$ cat src/rtl/cache_req_arbiter.sv
// cache_req_arbiter
//   Round-robin front end that shares the single cache request port between
//   two requesters. One transaction is outstanding at a time. The FSM runs
//   IDLE -> ISSUE -> WAIT -> IDLE. The hit/miss result, or a timeout error,
//   is routed back to the requester that issued the request as a one-cycle
//   pulse. Policy configuration is sampled only in IDLE, so it stays stable
//   while a transaction is in flight. Per-requester grant and hit counters
//   saturate at their maximum value.
//
// Ports
//   clk, reset                         clock; synchronous active-high reset
//   req{0,1}_valid/_addr/_we           request inputs from each requester
//   req{0,1}_ready                     accept strobe (IDLE and granted)
//   rsp{0,1}_valid, rsp_hit, rsp_err   registered completion pulse and flags
//   cache_valid/_addr/_we, cache_ready request handshake to the cache
//   cache_done, cache_hit              completion from the cache
//   cfg_*_policy -> *_policy           policy passthrough, frozen when busy
//   grant{0,1}_count, hit{0,1}_count   saturating statistics
module cache_req_arbiter #(
  parameter int unsigned ADDR_W  = 48,
  parameter int unsigned CNT_W   = 12,
  parameter int unsigned TIMEOUT = 255
) (
  input  logic              clk,
  input  logic              reset,
  input  logic              req0_valid,
  output logic              req0_ready,
  input  logic [ADDR_W-1:0] req0_addr,
  input  logic              req0_we,
  input  logic              req1_valid,
  output logic              req1_ready,
  input  logic [ADDR_W-1:0] req1_addr,
  input  logic              req1_we,
  output logic              rsp0_valid,
  output logic              rsp1_valid,
  output logic              rsp_hit,
  output logic              rsp_err,
  output logic              cache_valid,
  input  logic              cache_ready,
  output logic [ADDR_W-1:0] cache_addr,
  output logic              cache_we,
  input  logic              cache_done,
  input  logic              cache_hit,
  input  logic              cfg_write_policy,
  input  logic              cfg_replace_policy,
  input  logic [1:0]        cfg_inclusion_policy,
  output logic              write_policy,
  output logic              replace_policy,
  output logic [1:0]        inclusion_policy,
  output logic [CNT_W-1:0]  grant0_count,
  output logic [CNT_W-1:0]  grant1_count,
  output logic [CNT_W-1:0]  hit0_count,
  output logic [CNT_W-1:0]  hit1_count
);

  typedef enum logic [1:0] {IDLE, ISSUE, WAIT} state_t;

  localparam logic [7:0]       TMO_LAST = 8'(TIMEOUT - 1);
  localparam logic [CNT_W-1:0] CNT_ONE  = {{(CNT_W-1){1'b0}}, 1'b1};

  state_t              state_q;
  logic                rr_last_q;
  logic                src_q;
  logic [ADDR_W-1:0]   addr_q;
  logic                we_q;
  logic [7:0]          timer_q;
  logic                rsp0_q, rsp1_q, hit_q, err_q;
  logic                wp_q, rp_q;
  logic [1:0]          ip_q;
  logic [CNT_W-1:0]    grant0_q, grant1_q, hit0_q, hit1_q;

  logic                grant0, grant1, accept0, accept1;
  logic [CNT_W-1:0]    grant0_d, grant1_d, hit0_d, hit1_d;

  // On a tie, the requester that was not served last wins.
  always_comb begin
    grant0  = req0_valid & (~req1_valid | rr_last_q);
    grant1  = req1_valid & (~req0_valid | ~rr_last_q);
    accept0 = req0_valid & req0_ready;
    accept1 = req1_valid & req1_ready;
  end

  assign req0_ready = (state_q == IDLE) & grant0;
  assign req1_ready = (state_q == IDLE) & grant1;

  // Saturating increments.
  always_comb begin
    grant0_d = (&grant0_q) ? grant0_q : grant0_q + CNT_ONE;
    grant1_d = (&grant1_q) ? grant1_q : grant1_q + CNT_ONE;
    hit0_d   = (&hit0_q)   ? hit0_q   : hit0_q   + CNT_ONE;
    hit1_d   = (&hit1_q)   ? hit1_q   : hit1_q   + CNT_ONE;
  end

  always_ff @(posedge clk) begin
    if (reset) begin
      state_q   <= IDLE;
      rr_last_q <= 1'b1;
      src_q     <= 1'b0;
      addr_q    <= '0;
      we_q      <= 1'b0;
      timer_q   <= '0;
      rsp0_q    <= 1'b0;
      rsp1_q    <= 1'b0;
      hit_q     <= 1'b0;
      err_q     <= 1'b0;
      wp_q      <= 1'b0;
      rp_q      <= 1'b0;
      ip_q      <= '0;
      grant0_q  <= '0;
      grant1_q  <= '0;
      hit0_q    <= '0;
      hit1_q    <= '0;
    end else begin
      rsp0_q <= 1'b0;
      rsp1_q <= 1'b0;
      hit_q  <= 1'b0;
      err_q  <= 1'b0;
      case (state_q)
        IDLE: begin
          wp_q <= cfg_write_policy;
          rp_q <= cfg_replace_policy;
          ip_q <= cfg_inclusion_policy;
          if (accept0) begin
            addr_q   <= req0_addr;
            we_q     <= req0_we;
            src_q    <= 1'b0;
            grant0_q <= grant0_d;
            state_q  <= ISSUE;
          end else if (accept1) begin
            addr_q   <= req1_addr;
            we_q     <= req1_we;
            src_q    <= 1'b1;
            grant1_q <= grant1_d;
            state_q  <= ISSUE;
          end
        end
        ISSUE: begin
          if (cache_ready) begin
            timer_q <= '0;
            state_q <= WAIT;
          end
        end
        WAIT: begin
          // A completion in the final timer cycle takes precedence over timeout.
          if (cache_done) begin
            rsp0_q    <= ~src_q;
            rsp1_q    <= src_q;
            hit_q     <= cache_hit;
            if (cache_hit && !src_q) hit0_q <= hit0_d;
            if (cache_hit &&  src_q) hit1_q <= hit1_d;
            rr_last_q <= src_q;
            state_q   <= IDLE;
          end else if (timer_q == TMO_LAST) begin
            rsp0_q    <= ~src_q;
            rsp1_q    <= src_q;
            err_q     <= 1'b1;
            rr_last_q <= src_q;
            state_q   <= IDLE;
          end else begin
            timer_q <= timer_q + 8'd1;
          end
        end
        default: state_q <= IDLE;
      endcase
    end
  end

  assign cache_valid      = (state_q == ISSUE);
  assign cache_addr       = addr_q;
  assign cache_we         = we_q;
  assign rsp0_valid       = rsp0_q;
  assign rsp1_valid       = rsp1_q;
  assign rsp_hit          = hit_q;
  assign rsp_err          = err_q;
  assign write_policy     = wp_q;
  assign replace_policy   = rp_q;
  assign inclusion_policy = ip_q;
  assign grant0_count     = grant0_q;
  assign grant1_count     = grant1_q;
  assign hit0_count       = hit0_q;
  assign hit1_count       = hit1_q;

endmodule

$ cat config.mk
export PLATFORM = sky130hd
export DESIGN_NAME = cache_req_arbiter
export DESIGN_NICKNAME = d
export VERILOG_FILES = /design/src/rtl/cache_req_arbiter.sv
export SDC_FILE = /design/constraint.sdc
export NUM_CORES = 1
export LEC_CHECK = 0
export BUFFER_PORTS_ARGS = -buffer_cell sky130_fd_sc_hd__buf_2
export CORE_UTILIZATION = 37
export CTS_CLUSTER_DIAMETER = 150
export DETAILED_ROUTE_END_ITERATION = 10
export SLEW_MARGIN = 20
export SYNTH_ARGS = -nofsm -noshare
export SYNTH_HDL_FRONTEND = slang
export SYNTH_SLANG_ARGS = --single-unit
$ cat constraint.sdc
create_clock -name clk -period 2.55 [get_ports clk]
set_clock_uncertainty 0.1 [all_clocks]
set_input_delay 0.1275 -clock clk [delete_from_list [all_inputs] [get_ports clk]]
set_output_delay 0.1275 -clock clk [all_outputs]
set_load 0.01 [all_outputs]
---- After elaboration in Yosys (flattened, before gate mapping) ----
Index checks and enable logic that the tools add are counted.
word-level totals
  bits in registers ....................... 117
  word-level logic and storage cells ...... 94
cells by class
  bitwise gates (word level) .............. 19
  reductions and logical operators ........ 22
  add/sub/neg operators ................... 5
  equality and inequality tests ........... 8
  multiplexer cells ....................... 23
operators with widths
  kind                   count
  $mux 48                2
  $add 12x1->12 const B  4
  $reduce_and 12->1      4
  $mux 8                 3
  $pmux 8 s2             1
  $reduce_and 4->1       4
  $mux 1                 11
  $not 1->1              11
  $mux 2                 5
  $add 8x1->8 const B    1
  $eq 8x8->1 const B     1
  $and 1x1->1            6
  $ne 3x3->1 const B     2
  $pmux 2 s3             1
  $reduce_and 3->1       2
  $reduce_bool 2->1      3
  $reduce_or 3->1        2
  $ne 2x2->1 const B     2
  $reduce_and 2->1       2
  $eq 2x1->1 const B     1
  $eq 2x2->1 const B     1
  $logic_and 1x1->1      2
  $logic_not 2->1        1
  $ne 2x1->1 const B     1
  other kinds (3)        4

---- Longest topological paths before layout ----
Gate-level depths: netlist of run 1.
  word-level depth ........................ 8
  gate-level depth with buffers ........... 8
  mapped depth without buffers ............ 6

---- Worst setup path before layout of run 1 ----
No wires, ideal clock.
  kind .................................... reg-to-reg
  from .................................... register hit1_q[11], in the netlist hit1_count[11]
  to ...................................... register hit1_q[9], in the netlist hit1_count[9]
  clock period less this slack ............ 1.849 ns
  arrival time ............................ 1.626 ns
  library setup time ...................... 0.123 ns
  required time ........................... 2.327 ns
  cell stages (with the launch flop) ...... 7
  setup slack ............................. 0.701 ns
  path buffers ............................ 2
  cells stage by stage .................... dfxtp_1 -> and4_1 -> and4_1 -> buf_2 -> buf_6 -> nor4_1 -> mux2_1
between the ends
  word-level cells in the longest chain between the ends .. 3
RTL lines
  what                        RTL line  text
  from (decl)                 70        logic [CNT_W-1:0] grant0_q, grant1_q, hit0_q, hit1_q;
  from (signal assigned)      150       if (cache_hit && src_q) hit1_q <= hit1_d;
  $reduce_and 12->1           91        hit1_d = (&hit1_q) ? hit1_q : hit1_q + CNT_ONE;
  $not 1->1 (no line)         --
  $reduce_and 4->1 (no line)  --
No other way between the ends.
A chain may end at the register's enable or synchronous reset.

---- Worst setup path after layout of run 1 ----
  from .................................... register rr_last_q
  to ...................................... register addr_q[37], in the netlist cache_addr[37]
between the ends
  word-level cells in the longest chain between the ends .. 7
  elaborated cells between the ends (all ways) .. 12
  those cells by class .................... mux (1); bitwise (9); reduce/logical (2)
RTL lines
  what                         RTL line  text
  from (decl)                  62        logic rr_last_q;
  from (signal assigned)       151       rr_last_q <= src_q;
  from (signal assigned)       157       rr_last_q <= src_q;
  $not 1->1                    78        grant1 = req1_valid & (~req0_valid | ~rr_last_q);
  $or 1x1->1                   78
  $and 1x1->1                  78
  $and 1x1->1                  84        assign req1_ready = (state_q == IDLE) & grant1;
  $and 1x1->1                  80        accept1 = req1_valid & req1_ready;
  $reduce_bool 2->1 (no line)  --
  $reduce_and 2->1 (no line)   --
  to (signal assigned)         124       addr_q <= req0_addr;
  to (signal assigned)         130       addr_q <= req1_addr;
  to (decl)                    64        logic [ADDR_W-1:0] addr_q;
Parallel ways exist; a longest one is shown, timed or not.

==> metrics.txt, run 1 <==
total congestion overflow after global routing=0; number of sinks handled by clock tree synthesis=approximately 120; n_diodes=0; maximum capacitance violations=0; Main synth FF type=sky130_fd_sc_hd__dfxtp_1; most numerous cell in the Yosys netlist=sky130_fd_sc_hd__nand2_1; area growth from synthesis to layout=53.23%; I/O pin total=217; biggest cell delay along the critical path=roughly 0.59 ns; Post-synth ARST share=0%; Die ar.=15340 um^2; core area=roughly 15000 um^2; final design utilization=57.94%; Post-synth EDFFs=0; synth cell count leaders=sky130_fd_sc_hd__nand2_1, sky130_fd_sc_hd__dfxtp_1, sky130_fd_sc_hd__nor2_1; placed standard-cell area=6698 um^2; Seq cells post-synth=between 100 and 150; GPL Wtd Cong=between 0.8 and 0.9; cell row count=44; post-synthesis average cell area=a little over 8 um^2; clock latency reported for the late side of the worst-skew pair=about 0.4 ns; post-synthesis cell type with the largest combined area=sky130_fd_sc_hd__dfxtp_1; vias in the first global route=around 6000; clock tree buffer depth=2; sum of buffers and inverters on the critical path=2; number of H-tree branching levels=4; wire length of the first global-routing pass=around 28000 um; Clock transition at path regs=around 0.060 ns; cell area after layout=8421 um^2; Data arrival, critical path=approximately 2.6 ns; # DRC=0; top post-synthesis cells by area=sky130_fd_sc_hd__dfxtp_1, sky130_fd_sc_hd__nand2_1, sky130_fd_sc_hd__a311oi_1; share of the synthesized area in the top cell type=42.62%; yosys synthesis warning count=0; height of the die=approximately 120 um; ordered list of cells on the worst path=nand2b_1 -> nand2_2 -> buf_8 -> nand2_1 -> a311oi_1 -> dlygate4sd3_1; areal power density over the cells=642.1 nW/um^2; number of vias in the routed layout=approximately 6400; maximum clock frequency=roughly 420 MHz; Initial DRT Pass Iterations=7; initial antenna violation count=0; fraction of layout instances using a drive strength above 1=between 20% and 30%; DRT iter0 DRCs=between 400 and 500; final-report setup violation count=0; DP Wirelength=approximately 12000 um; total global routing track utilization=roughly 23%; highest ir drop seen on vdd=approximately 0.41 mV; Inserted Clock Buffers=17; worst-case setup slack after placement=0.4511 ns; worst-case setup margin in the final layout=0.1643 ns; Wirelength per Cell=15.77 um; maximum number of pins on one net before global-route repair=87; final critical delay including setup and external delays=2.386 ns; gate count of the mapped netlist=668; residual antenna-violating net count after detailed routing=0; Mapped Nets=slightly below 800; routing usage on met2=between 30% and 40%; starting utilization of the core area=a little under two fifths; result of the run=complete, no violations; clock tree from TritonCTS=yes; Most Used Layer, Global Route=met2; crit end category=flop; GR met3 Demand/Resource=just over 6%; final hold violation count=0; sort of element at the start of the critical path=flop; slew of the pin with the lowest slew margin=approximately 0.83 ns; leakage power total=3.684 nW; Crit path max-delay family=buffers and inverters; Port-buffer cells=roughly 220; Setup Crit Path Kind=reg -> reg; path category of the worst min-delay check=in -> reg; sequential cell area fraction in the yosys report=between 40% and 50%; final slew viol count=0; Max Fanout on Critical Path=slightly below 50; WP data required=around 2.8 ns; total number of nets in the final design=approximately 1100; CTS Root Cell=sky130_fd_sc_hd__clkbuf_16; die width=around 120 um; unrepaired setup endpoints after global routing=no; routed via count divided by cell count=~5.5; filler cell count=1323; Period Utilization, post-route=between 90% and 100%; global-route met1 utilization=between 20 and 30%; Relative slew margins=44.02%; crit path max-delay cell type=sky130_fd_sc_hd__dlygate4sd3_1; combined area of all synthesized cells=5495 um^2; final routed wirelength across all metal layers=between 15000 and 20000 um; summed negative setup slack over all endpoints=0 ns; number of distinct library cells after synthesis=between 50 and 60
## tightest hold or removal path, stage by stage
cell and delay, ns:
sky130_fd_sc_hd__buf_2 0.16, sky130_fd_sc_hd__nand3_1 0.08, sky130_fd_sc_hd__or3_1 0.09, sky130_fd_sc_hd__a21oi_1 0.06
## stage by stage
step | cells | hold slack (ns) | total power, W
after floorplan | 668 | 0.1036 | 0.002449
after global placement | 1033 | 0.2705 | 0.002715
after detailed placement | 1033 | 0.2781 | 0.002741
after CTS | 1170 | 0.02737 | 0.005412
after global routing | 1173 | 0.07088 | 0.005621
final | 1173 | 0.05299 | 0.005407
## per-layer routing
layer | part of all wire [%] | vias to the layer above | wire (um)
li1 | - | 3096 | -
met1 | 43 | 3025 | 8020
met2 | 49 | 230 | 9047
met3 | 5.0 | 43 | 917
met4 | 2.8 | 0 | 516
met5 | 0 | - | 0
## report_power, final
group	total [W]	internal, W	leakage (nW)	switching, W
Clock	0.00251	0.00167	0.310	0.000838
Combinational	0.000883	0.000415	2.42	0.000468
Sequential	0.00201	0.00195	0.957	0.0000677
Total	0.00541	0.00403	3.68	0.00137
## sequential cells by signal, indices dropped and copies added (netlist names), 2 cells and up
register / cells
cache_addr: 48
inclusion_policy: 2
hit0_count: 12
state_q: 2
hit1_count: 12
grant0_count: 12
timer_q: 8
grant1_count: 12
## final timing paths
path	startpoint	to	slack (ns)	depth (start not counted)
hold / removal	req1_valid	grant1_count[6]	0.05	4
setup / recovery	rr_last_q	cache_addr[37]	0.16	6
hold reg to reg	write_policy	write_policy	0.38	2
setup reg to reg	rr_last_q	cache_addr[37]	0.16	6
## layout by cell type (no fill, tap or decap), types with 5 or more instances in the layout
master | Yosys | layout
sky130_fd_sc_hd__buf_2 | 20 | 215
sky130_fd_sc_hd__nand2_1 | 132 | 131
sky130_fd_sc_hd__dfxtp_1 | 117 | 117
sky130_fd_sc_hd__dlygate4sd3_1 | 0 | 105
sky130_fd_sc_hd__nor2_1 | 67 | 67
sky130_fd_sc_hd__a311oi_1 | 51 | 51
sky130_fd_sc_hd__a21oi_1 | 43 | 43
sky130_fd_sc_hd__nand3_1 | 21 | 21
sky130_fd_sc_hd__o21ai_0 | 20 | 20
sky130_fd_sc_hd__or4_1 | 18 | 18
sky130_fd_sc_hd__clkbuf_16 | 0 | 18
sky130_fd_sc_hd__o31ai_1 | 16 | 16
sky130_fd_sc_hd__inv_1 | 11 | 11
sky130_fd_sc_hd__nand4_1 | 10 | 10
sky130_fd_sc_hd__nor4_1 | 10 | 10
sky130_fd_sc_hd__or3_1 | 9 | 9
sky130_fd_sc_hd__and3_1 | 9 | 9
sky130_fd_sc_hd__buf_4 | 0 | 9
sky130_fd_sc_hd__clkinv_2 | 0 | 8
sky130_fd_sc_hd__o41ai_1 | 7 | 7
sky130_fd_sc_hd__nor2b_1 | 6 | 6
sky130_fd_sc_hd__and4_1 | 6 | 6
sky130_fd_sc_hd__nor3_1 | 6 | 6
sky130_fd_sc_hd__ha_1 | 6 | 6
sky130_fd_sc_hd__and2_1 | 5 | 5
sky130_fd_sc_hd__xor2_1 | 5 | 5
## cell type report
| type | instances | area (um^2) | share of cell area [%] |
|---|---|---|---|
| timing repair buffer | 333 | 2282 | 27.10 |
| multi-input combinational | 495 | 2904 | 34.49 |
| tap | 184 | 230.2 | 2.734 |
| clock inverter | 11 | 155.1 | 1.842 |
| sequential | 117 | 2342 | 27.82 |
| inverter | 12 | 46.29 | 0.5498 |
| clock buffer | 21 | 460.4 | 5.468 |
## what timing repair did
action | CTS | global route
gates resized for setup | 0 | 5
setup endpoints to repair | 0 | 9
hold endpoints to repair | 57 | 0
buffers inserted | 0 | 2
hold buffers | 105 | 0
## kinds of logic (layout without fill, tap and decap cells)
family                     after synthesis  after routing  share of synthesized area (%)
and+or+nand+nor                        320            320                          28.73
AOI/OAI and AO/OA                      158            158                          20.56
DFF                                    117            117                          42.62
buffers and inverters                   56            377                          4.713
adders and majority gates                6              6                          1.366
muxes                                    6              6                          1.207
xor gates and xnor gates                 5              5                         0.7969
Note: power is estimated with default switching activity, not from simulation.
==> run 2, diff against run 1 <==
CTS_BUF_LIST = sky130_fd_sc_hd__clkbuf_8 sky130_fd_sc_hd__clkbuf_16   (was not set)
==> run 2 against run 1 <==
  * First-iteration DRC count shrank 2.4%
  * Hold slack is essentially flat
  * Sequential power is essentially flat
  * Die area is the same
  * Clock power is essentially flat
  * Combinational power is essentially flat
  * Register-to-register slack is essentially flat
==> metrics.txt, run 2 (synthesized netlist as in run 1, its figures left out) <==
result of the run=complete, no violations; sort of element at the start of the critical path=flop; # DRC=0 (unchanged); vias in the first global route=6021 (unchanged); CTS Root Cell=sky130_fd_sc_hd__clkbuf_16; fraction of layout instances using a drive strength above 1=27.40% (unchanged); routing usage on met2=37.74% (unchanged); ordered list of cells on the worst path=nand2b_1 -> nand2_2 -> buf_8 -> nand2_1 -> a311oi_1 -> dlygate4sd3_1; final-report setup violation count=0 (unchanged); final-layout worst hold slack=0.05308 ns (+0.00009480 ns); area of all sequential standard cells=2342 um^2 (unchanged); n_diodes=0 (unchanged); Die ar.=15340 um^2 (unchanged); flip-flop count of the largest register, all copies and words added=48 (unchanged); total number of nets in the final design=1091 (unchanged); height of the die=123.9 um (unchanged); initial antenna violation count=0 (unchanged); residual antenna-violating net count after detailed routing=0 (unchanged); clock latency reported for the late side of the worst-skew pair=0.41 ns (about the same); commonest non-fill, non-tap cell in the layout=sky130_fd_sc_hd__buf_2; routed via count divided by cell count=5.462 (+0.20%); final cell count without fillers=1173 (unchanged); crit end category=flop; cell area after layout=8421 um^2 (unchanged); Wirelength per Cell=15.75 um (-0.14%); DRT iter0 DRCs=451 (-2.4%); proportion of power drawn by flip-flops and latches=37.3% (about the same); starting utilization of the core area=37.81% (unchanged); Setup Crit Path Kind=reg -> reg; placed standard-cell area=6698 um^2 (unchanged); Relative slew margins=44.02% (unchanged); Period Utilization, post-route=93.36% (-0.19 points); wire length of the first global-routing pass=28000 um (unchanged); cell row count=44 (unchanged); cell internal power dissipation=0.004025 W (-0.20%); Most Used Layer, Global Route=met2; final routed wirelength across all metal layers=18480 um (-0.14%); switching power as a share of total power=25.40% (about the same); filler cell count=1323 (unchanged); commonest non-fill, non-tap cells in the layout=sky130_fd_sc_hd__buf_2, sky130_fd_sc_hd__nand2_1, sky130_fd_sc_hd__dfxtp_1; leakage power total=3.692 nW (+0.23%); Port-buffer cells=216 (unchanged); I/O pin total=217 (unchanged); combinational cell fraction of total power=16.4% (about the same); crit path max-delay cell type=sky130_fd_sc_hd__dlygate4sd3_1; number of sinks handled by clock tree synthesis=117 (unchanged); maximum clock frequency=420.0 MHz (+0.21%); final critical delay including setup and external delays=2.381 ns (-0.004913 ns); GPL Wtd Cong=0.8175 (unchanged); Hold Crit Start=req1_valid; die width=123.9 um (unchanged); WP data required=2.80 ns (about the same); Clock transition at path regs=0.06 ns (about the same); highest ir drop seen on vdd=0.4141 mV (about the same); startpoint of the most critical register-to-register path=rr_last_q; areal power density over the cells=640.7 nW/um^2 (-0.21%); global-route met1 utilization=28.15% (unchanged); area growth from synthesis to layout=53.23% (unchanged); GR met3 Demand/Resource=6.044% (unchanged); Initial DRT Pass Iterations=7 (unchanged); core area=14530 um^2 (unchanged); path category of the worst min-delay check=in -> reg; area occupied by multi-input gates=2904 um^2 (unchanged); clock tree buffer depth=2 (unchanged); share of total power in the clock network=46.3% (about the same); number of vias in the routed layout=6407 (+0.20%); total congestion overflow after global routing=0 (unchanged); total global routing track utilization=22.93% (unchanged); unrepaired setup endpoints after global routing=no; maximum capacitance violations=0 (unchanged); number of H-tree branching levels=4 (unchanged); final hold violation count=0 (unchanged); final slew viol count=0 (unchanged); Inserted Clock Buffers=17 (unchanged); Max Fanout on Critical Path=49 (unchanged); biggest cell delay along the critical path=0.59 ns (about the same); maximum number of pins on one net before global-route repair=87 (unchanged); summed negative setup slack over all endpoints=0 ns (unchanged); DP Wirelength=11650 um (unchanged); instance count after placement with tap cells included=1033 (unchanged); reported net switching power=0.001370 W (-0.23%); slew of the pin with the lowest slew margin=0.8320 ns (unchanged); clock tree from TritonCTS=yes; launching instance or port of the critical path=rr_last_q; Data arrival, critical path=2.63 ns (about the same)
## run 2: changes by cell type in the layout (fill, tap and decap cells not counted), sizes merged
| cell | previous run | this run |
|---|---|---|
| inv | 11 | 13 |
| clkbuf | 22 | 20 |
## run 2: power by group through the flow
stage / combinational, W / sequential, W / clock [W]
5_1_grt: 0.000961 / 0.00203 / 0.00263
2_1_floorplan: 0.000355 / 0.00209 / 0
6_report: 0.000883 / 0.00201 / 0.00250
3_5_place_dp: 0.000695 / 0.00205 / 0
4_1_cts: 0.000837 / 0.00201 / 0.00256
3_3_place_gp: 0.000674 / 0.00204 / 0
## run 2: stage by stage
stage / total power, W / setup WS [ns] / util (%)
CTS: 0.005404 / 0.02994 / 57.55
global route: 0.005613 / 0.02367 / 57.94
detailed placement: 0.002741 / 0.4511 / 46.08
finish: 0.005395 / 0.1693 / 57.94
global placement: 0.002715 / 0.5552 / 46.08
floorplan: 0.002449 / 0.7011 / -
## run 2: worst paths after layout
| check | depth (start not counted) | end | slack [ns] |
|---|---|---|---|
| worst min register to register | 2 | write_policy | 0.38 |
| worst max register to register | 6 | cache_addr[37] | 0.17 |
| worst max-delay path | 6 | cache_addr[37] | 0.17 |
| worst min-delay path | 4 | grant1_count[6] | 0.05 |
## run 2: metal layers
layer | wire [um] | up-vias
met5 | 0 | -
met4 | 509 | 0
met3 | 929 | 41
met2 | 9029 | 232
met1 | 8007 | 3035
li1 | - | 3099
## run 2: timing repair
| action | 4_1_cts | 5_1_grt |
|---|---|---|
| resized for setup | 0 | 5 |
| buffers inserted | 0 | 2 |
| setup endpoints to repair | 0 | 9 |
| hold buffers | 105 | 0 |
| endpoints found under the hold margin | 57 | 0 |
## run 2: final cells by class
cell class | instances | area share (%)
clock buffers | 19 | 5.379
clock inverters | 13 | 1.932
inverters | 12 | 0.5498
multi-input cells | 495 | 34.49
flip-flops and latches | 117 | 27.82
well taps | 184 | 2.734
repair buffers | 333 | 27.10
## run 2: worst max-delay path: cells and delay by family, from the launching register on
family / cells / cell delay [ns]
AOI/OAI and AO/OA: 1 / 0.30
buffers and inverters: 2 / 0.92
DFF: 1 / 0.36
and+or+nand+nor: 3 / 0.61
